`src/rtl/float_mul_pipe.sv`:
```
// Three-stage pipelined floating-point multiplier (unpack, multiply, normalise/round/pack)
// with valid/ready handshake, overflow saturation, underflow flush and a tag passthrough.
module float_mul_pipe #(
    parameter int EXP_W = 8,
    parameter int MAN_W = 7,
    parameter int ROUND = 0,
    parameter int TAG_W = 6
) (
    input  logic                   clk,
    input  logic                   rst_n,
    input  logic                   in_valid,
    output logic                   in_ready,
    input  logic [EXP_W+MAN_W:0]   a,
    input  logic [EXP_W+MAN_W:0]   b,
    input  logic [TAG_W-1:0]       in_tag,
    output logic                   out_valid,
    input  logic                   out_ready,
    output logic [EXP_W+MAN_W:0]   out_y,
    output logic [TAG_W-1:0]       out_tag,
    output logic                   out_ovf,
    output logic                   out_uf
);
    localparam int W  = 1 + EXP_W + MAN_W;
    localparam int EW = EXP_W + 2;
    localparam int PW = 2 * MAN_W + 2;
    localparam logic [EW-1:0]        BIAS = EW'(2 ** (EXP_W - 1) - 1);
    localparam logic signed [EW-1:0] EONE = EW'(1);
    localparam logic signed [EW-1:0] EMAX = EW'(2 ** EXP_W - 1);
    localparam logic [MAN_W:0]       HALF = {1'b1, {MAN_W{1'b0}}};

    logic advance;

    logic                    s1_valid, s1_zero, s1_sign;
    logic signed [EW-1:0]    s1_exp;
    logic [MAN_W:0]          s1_man_a, s1_man_b;
    logic [TAG_W-1:0]        s1_tag;

    logic                    s2_valid, s2_zero, s2_sign;
    logic signed [EW-1:0]    s2_exp;
    logic [PW-1:0]           s2_prod;
    logic [TAG_W-1:0]        s2_tag;

    logic                    in_zero;
    logic signed [EW-1:0]    exp_sum;

    logic signed [EW-1:0]    e_norm, e_final;
    logic [MAN_W-1:0]        mant;
    logic [MAN_W:0]          rem, mant_rnd;
    logic                    round_up;
    logic [W-1:0]            y_next;
    logic                    ovf_next, uf_next;

    // A single global stall: every stage moves only when the output slot can drain.
    assign advance  = !out_valid || out_ready;
    assign in_ready = advance;

    always_comb begin
        in_zero = (a[W-2 -: EXP_W] == '0) || (b[W-2 -: EXP_W] == '0);
        exp_sum = {2'b00, a[W-2 -: EXP_W]} + {2'b00, b[W-2 -: EXP_W]} - BIAS;
    end

    always_ff @(posedge clk or negedge rst_n) begin
        if (!rst_n) begin
            s1_valid <= 1'b0;
            s1_zero  <= 1'b0;
            s1_sign  <= 1'b0;
            s1_exp   <= '0;
            s1_man_a <= '0;
            s1_man_b <= '0;
            s1_tag   <= '0;
        end else if (advance) begin
            s1_valid <= in_valid;
            if (in_valid) begin
                s1_zero  <= in_zero;
                s1_sign  <= a[W-1] ^ b[W-1];
                s1_exp   <= exp_sum;
                s1_man_a <= {1'b1, a[MAN_W-1:0]};
                s1_man_b <= {1'b1, b[MAN_W-1:0]};
                s1_tag   <= in_tag;
            end
        end
    end

    always_ff @(posedge clk or negedge rst_n) begin
        if (!rst_n) begin
            s2_valid <= 1'b0;
            s2_zero  <= 1'b0;
            s2_sign  <= 1'b0;
            s2_exp   <= '0;
            s2_prod  <= '0;
            s2_tag   <= '0;
        end else if (advance) begin
            s2_valid <= s1_valid;
            if (s1_valid) begin
                s2_zero  <= s1_zero;
                s2_sign  <= s1_sign;
                s2_exp   <= s1_exp;
                s2_prod  <= s1_man_a * s1_man_b;
                s2_tag   <= s1_tag;
            end
        end
    end

    // The product of two [1,2) significands lies in [1,4); a set top bit means one extra shift.
    always_comb begin
        if (s2_prod[PW-1]) begin
            e_norm = s2_exp + EONE;
            mant   = s2_prod[PW-2 -: MAN_W];
            rem    = s2_prod[MAN_W:0];
        end else begin
            e_norm = s2_exp;
            mant   = s2_prod[PW-3 -: MAN_W];
            rem    = {s2_prod[MAN_W-1:0], 1'b0};
        end
        round_up = (ROUND != 0) && ((rem > HALF) || ((rem == HALF) && mant[0]));
        mant_rnd = {1'b0, mant} + {{MAN_W{1'b0}}, round_up};
        e_final  = mant_rnd[MAN_W] ? e_norm + EONE : e_norm;

        y_next   = '0;
        ovf_next = 1'b0;
        uf_next  = 1'b0;
        if (s2_zero) begin
            y_next = '0;
        end else if (e_final > EMAX) begin
            y_next   = {s2_sign, {(W-1){1'b1}}};
            ovf_next = 1'b1;
        end else if (e_final < EONE) begin
            uf_next = 1'b1;
        end else begin
            y_next = {s2_sign, e_final[EXP_W-1:0], mant_rnd[MAN_W-1:0]};
        end
    end

    always_ff @(posedge clk or negedge rst_n) begin
        if (!rst_n) begin
            out_valid <= 1'b0;
            out_y     <= '0;
            out_tag   <= '0;
            out_ovf   <= 1'b0;
            out_uf    <= 1'b0;
        end else if (advance) begin
            out_valid <= s2_valid;
            if (s2_valid) begin
                out_y   <= y_next;
                out_tag <= s2_tag;
                out_ovf <= ovf_next;
                out_uf  <= uf_next;
            end
        end
    end
endmodule

```
`config.mk`:
```
export PLATFORM = sky130hd
export DESIGN_NAME = float_mul_pipe
export DESIGN_NICKNAME = d
export VERILOG_FILES = /design/src/rtl/float_mul_pipe.sv
export SDC_FILE = /design/constraint.sdc
export NUM_CORES = 1
export LEC_CHECK = 0
export CORE_MARGIN = 2
export CORE_UTILIZATION = 45
export DETAILED_ROUTE_END_ITERATION = 7
export PLACE_DENSITY = 0.63
export SLEW_MARGIN = 20
export SYNTH_ARGS = -nofsm -noshare
export SYNTH_HDL_FRONTEND = slang
export SYNTH_SLANG_ARGS = --single-unit
```
`constraint.sdc`:
```
create_clock -name clk -period 5.2 [get_ports clk]
set_clock_uncertainty 0.15 [all_clocks]
set_input_delay 1.04 -clock clk [delete_from_list [all_inputs] [get_ports clk]]
set_output_delay 1.04 -clock clk [all_outputs]
set_load 0.01 [all_outputs]
```
==> results of run 1 <==
sequential cells by signal, summed over array words and instances, names as in the netlist, 6 cells and up:
signal and flops:
s1_tag 6, s1_exp 10, s2_prod 9, s2_tag 6, s1_man_a 8, s1_man_b 7, out_tag 6, out_y 16
s2_exp 10
cell usage in the layout, fill, tap and decap left out, types with 13 or more instances in the layout:
cell type / instances
dfrtp_1: 87
o21ai_0: 22
fa_1: 36
and2_1: 37
mux2_2: 46
nand2_1: 68
a21oi_1: 15
clkdlybuf4s50_1: 66
inv_1: 55
a22o_1: 15
xnor2_1: 13
ha_1: 49
kinds of logic (layout without fill, tap and decap cells):
kind of cell	after synthesis	after routing	share of synthesized area
adder cells (fa/ha/maj)	85	85	0.2228
AND/OR/NAND/NOR	151	151	0.1331
buffers and inverters	74	141	0.05099
multiplexers	56	56	0.1032
AO/OA/AOI/OAI	84	84	0.09572
flip-flops	87	87	0.3636
XOR/XNOR	20	20	0.03051
worst max-delay path, cell delays in order (launching register included):
cell and delay, ps:
dfrtp_1 530, and2_1 230, fa_1 510, fa_1 530
fa_1 540, inv_1 50, fa_1 530, inv_1 40
ha_1 330, a21oi_1 130, o21ai_0 120, a31oi_2 290
o21ai_0 170, a2111oi_0 430, a211oi_1 80
area by class of cell:
type,instances,share of cell area
sequential,87,0.3050
inverter,55,0.02893
clock buffer,10,0.03349
timing repair buffer,70,0.09695
tap,176,0.03086
clock inverter,6,0.01280
multi-input combinational,396,0.4919
what timing repair did:
action,4_1_cts,5_1_grt
gates resized for setup,0,1
hold endpoints to repair,0,0
setup endpoints to repair,0,2
path summary, 6_finish.rpt:
| check | start | to | slack (ps) | cells after the start |
|---|---|---|---|---|
| max | s1_man_a[7]$_DFFE_PN0P_ | s2_prod[15]$_DFFE_PN0P_ | 390 | 14 |
| min | out_y[14]$_DFFE_PN0P_ | out_y[14]$_DFFE_PN0P_ | 330 | 2 |
| max reg2reg | s1_man_a[7]$_DFFE_PN0P_ | s2_prod[15]$_DFFE_PN0P_ | 390 | 14 |
| min reg2reg | out_y[14]$_DFFE_PN0P_ | out_y[14]$_DFFE_PN0P_ | 330 | 2 |
| max in group asynchronous | rst_n | s1_man_a[2]$_DFFE_PN0P_ | 3770 | 1 |
| min in group asynchronous | rst_n | s1_exp[7]$_DFFE_PN0P_ | 610 | 1 |
metrics by stage:
| step | area, µm² | hold WS, ps | setup slack, ps |
|---|---|---|---|
| final | 7137 | 327.2 | 387.0 |
| after global routing | 7137 | 357.4 | 91.35 |
| after CTS | 7122 | 330.2 | 291.9 |
| after detailed placement | 6792 | 309.0 | 322.3 |
| after global placement | 6792 | 316.1 | 400.7 |
| after floorplan | 5987 | 289.3 | 565.2 |
routing by layer:
layer | track usage | wire (µm)
met1 | 0.2535 | 5607
met5 | 0 | 0
met4 | 0.05588 | 129
met3 | 0.03448 | 428
met2 | 0.2601 | 5123
==> flow_summary.ini, run 1 <==
[route]
wl_um = 11290
wl_per_cell_um = 14.11
antenna_left = 0
viasPerCell = 5.151
route.vias.total = 4121
drt-initial-drc-count = 202
drt_pass1_iterations = 4
route.detailed.drc = 0

[clocking]
cts_setup_buffers = 0
cts-root-buf = clkbuf_16
cts-buffers-inserted = 9
clock-sinks = 87
cts_tree = yes
ctsHoldBuffers = 0
clk_pin_slew_ps = 60
htree_levels = 3
clk_path_buf_depth = 2
clkLatencyLatePin_ps = 340

[yosys]
synth_commonest_cells = dfrtp_1, nand2_1, inv_1
async_flop_share = 1.000
ys.flop_type = dfrtp_1
syn_area_um2 = 5987
post-synth-top-area-cell = dfrtp_1
syn_area_per_cell_um2 = 10.75
synth_edf_count = 0
yosys_warnings = 0
netlist_top_cells_area = dfrtp_1, fa_1, ha_1, mux2_2, nand2_1
synthesis.nets = 684
synth_top_area_frac = 0.3636
yosysUniqueCellTypes = 52
yosysMostFrequentCell = dfrtp_1
synth_seq_cells = 87
synth_seq_area_share = 0.3636
synth_cells = 557

[timing]
setup_viol = 0
fmax_mhz = 207.8
worstMarginPinSlew_ps = 806.7
rsz0062_at_grt = no
hold_viol = 0
drv_slew = 0
fin_crit_sh = 0.9256
period_needed_ps = 4813
finalSetupTns_ps = 0
max_slew_margin = 0.4609

[setup_path]
worstPathArrival_ps = 4870
required_ps = 5260
worstSetupPathType = flop to flop
cp-start-kind = flop
cp-end-kind = flop
worstPathMaxFanout = 16

[final_layout]
final_cells = 800
multiInputGateArea_um2 = 3511
fillers = 1203
n_antenna_cell = 0
drive_gt1_frac = 0.1266
syn2layout_area_growth_pct = 19.21
nets = 746
utilization = 0.5432
regArea_um2 = 2177

[floorplan]
die-area_um2 = 14240
start_util = 0.4557
die-height_um = 119.3
num_io_pins = 68
die_x_um = 119.3
coreArea_um2 = 13140
num_rows = 42

[placement]
dp.cells = 783
io_buffers = 67
place_hpwl_um = 8723
place_congestion = 0.8185

[outcome]
run_status = finished clean

[job]
max_cap_viol_count = 0

[grt]
grt_max_degree = 88
antenna_found_initial = 0
grt_usage = 0.1735
grt_overflow = 0
grt_pass1_vias = 4158
grt_pass1_wl_um = 20020

[worst_hold_path]
hp-class = flop to flop
Power of run 1 is left out: the tool's default activity adds up to more than one toggle a clock period on the data nets, which glitch-free logic cannot reach.
==> inputs of run 2 (changes only) <==
--- a/config.mk
+++ b/config.mk
@@ -5,6 +5,7 @@
 export SDC_FILE = /design/constraint.sdc
 export NUM_CORES = 1
 export LEC_CHECK = 0
+export CAP_MARGIN = 20
 export CORE_MARGIN = 2
 export CORE_UTILIZATION = 45
 export DETAILED_ROUTE_END_ITERATION = 7
==> results of run 2 <==
Same layout as run 1: the final DEF is identical, and so are final timing and power.
Power of run 2 is left out for the same reason.
==> inputs of run 3 (changes only) <==
--- a/config.mk
+++ b/config.mk
@@ -9,7 +9,7 @@
 export CORE_MARGIN = 2
 export CORE_UTILIZATION = 45
 export DETAILED_ROUTE_END_ITERATION = 7
-export PLACE_DENSITY = 0.63
+export PLACE_DENSITY_LB_ADDON = 0.05
 export SLEW_MARGIN = 20
 export SYNTH_ARGS = -nofsm -noshare
 export SYNTH_HDL_FRONTEND = slang
==> flow_summary.ini, run 3 (same netlist as run 1, synthesis figures left out) <==
[setup_path]
cp-start-kind = flop
reg2reg_to = s2_prod[13]$_DFFE_PN0P_
worst_path_max_delay_cell = fa_1
cp-end-kind = flop
worstSetupPathType = flop to flop
cpLargestDelayFamily = adder cells
cpPeakStageDelay_ps = 540
crit_chain = and2_1 -> fa_1 -> fa_1 -> fa_1 -> inv_1 -> fa_1 -> inv_1 -> ha_1 -> a21oi_1 -> o21ai_0 -> a31oi_2 -> a21oi_1 -> or4b_1 -> o211ai_1
reg2reg_from = s1_man_a[2]$_DFFE_PN0P_
worstPathMaxFanout = 9
worst_path_most_repeated_cell = fa_1
reg2reg_slack_ps = 450
worstPathArrival_ps = 4860
critical_path.startpoint = s1_man_a[2]$_DFFE_PN0P_
required_ps = 5310
worst-path-buf-inv = 2
ff2ff_path_depth = 14

[final_layout]
mostFrequentLayoutCells = dfrtp_1, nand2_1, clkdlybuf4s50_1
nets = 748
n_antenna_cell = 0
layout_commonest_cell = dfrtp_1
largest-register = out_y
drive_gt1_frac = 0.1262
utilization = 0.5422
fillers = 1216
design_area_um2 = 7123
largest_reg_flops = 16
syn2layout_area_growth_pct = 18.98
top_regs = out_y (16), s1_exp (10), s2_exp (10)

[worst_hold_path]
hp-start = out_ovf$_DFFE_PN0P_
holdPathStages = 2
hp-class = flop to flop
holdPathEnd = out_ovf$_DFFE_PN0P_

[grt]
antenna_found_initial = 0
grt_overflow = 0
grt_pass1_vias = 4173
grt_pass1_wl_um = 20020
grt_usage = 0.1747
grt_max_degree = 45

[timing]
fin_crit_sh = 0.9134
worstMarginPinSlew_ps = 931.0
hold_viol = 0
max_slew_margin = 0.3779
whs_ps = 330.6
setup_viol = 0
drv_slew = 0
finalSetupTns_ps = 0
rsz0062_at_grt = no
period_needed_ps = 4750
fmax_mhz = 210.5

[floorplan]
num_rows = 42
start_util = 0.4557
die-height_um = 119.3
die_x_um = 119.3
num_io_pins = 68
coreArea_um2 = 13140
die-area_um2 = 14240

[route]
wl_um = 11280
route.detailed.drc = 0
drt-initial-drc-count = 212
antenna_left = 0
drt_pass1_iterations = 4
wl_per_cell_um = 14.07
route.vias.total = 4112
viasPerCell = 5.127

[placement]
place_congestion = 0.8134
place_hpwl_um = 8706
place_area_um2 = 6812
io_buffers = 67

[clocking]
clock-sinks = 87
htree_levels = 3
cts_setup_buffers = 0
clk_pin_slew_ps = 70
clk_path_buf_depth = 2
cts-buffers-inserted = 9
clkLatencyLatePin_ps = 350
cts_tree = yes
cts-root-buf = clkbuf_16

[outcome]
run_status = finished clean

[job]
max_cap_viol_count = 0
run 3: what timing repair did:
| action | 4_1_cts | 5_1_grt |
|---|---|---|
| gates resized for setup | 0 | 3 |
| endpoints found under the hold margin | 0 | 0 |
| endpoints found under the setup margin | 0 | 2 |
| hold buffers | 0 | 0 |
run 3: worst min-delay path, cell delays in order, from the launching register on:
cell	delay (ps)
dfrtp_1	340
nand2_1	50
o31ai_1	60
run 3: final cells by class:
class,count,area (µm²),area share
timing repair buffer,72,703.2,0.09872
clock inverter,2,38.79,0.005445
inverter,55,206.4,0.02898
multi-input combinational,396,3512,0.4931
tap,176,220.2,0.03092
sequential,87,2178,0.3058
clock buffer,14,264.0,0.03706
run 3: per-stage QoR:
step           cells  setup WS [ps]
2_1_floorplan    557          565.2
3_3_place_gp     785          365.5
6_report         802          450.1
3_5_place_dp     786          270.3
4_1_cts          802          257.1
5_1_grt          802          113.8
run 3: how the worst max path moves through the flow:
| stage | to | slack (ps) | cells after the start |
|---|---|---|---|
| CTS | s2_prod[15]$_DFFE_PN0P_ | 260 | 14 |
| global route | s2_prod[15]$_DFFE_PN0P_ | 110 | 14 |
| floorplan | s2_prod[13]$_DFFE_PN0P_ | 570 | 15 |
| finish | s2_prod[13]$_DFFE_PN0P_ | 450 | 14 |
| detailed placement | s2_prod[15]$_DFFE_PN0P_ | 270 | 14 |
| global placement | s2_prod[13]$_DFFE_PN0P_ | 370 | 14 |
run 3: per-layer routing:
| layer | track usage | vias up | wire, µm |
|---|---|---|---|
| met3 | 0.04119 | 7 | 395 |
| li1 | - | 2032 | - |
| met4 | 0.05515 | 0 | 94 |
| met1 | 0.2565 | 2008 | 5749 |
| met5 | 0 | - | 0 |
| met2 | 0.2561 | 65 | 5044 |
Power of run 3 is left out for the same reason.
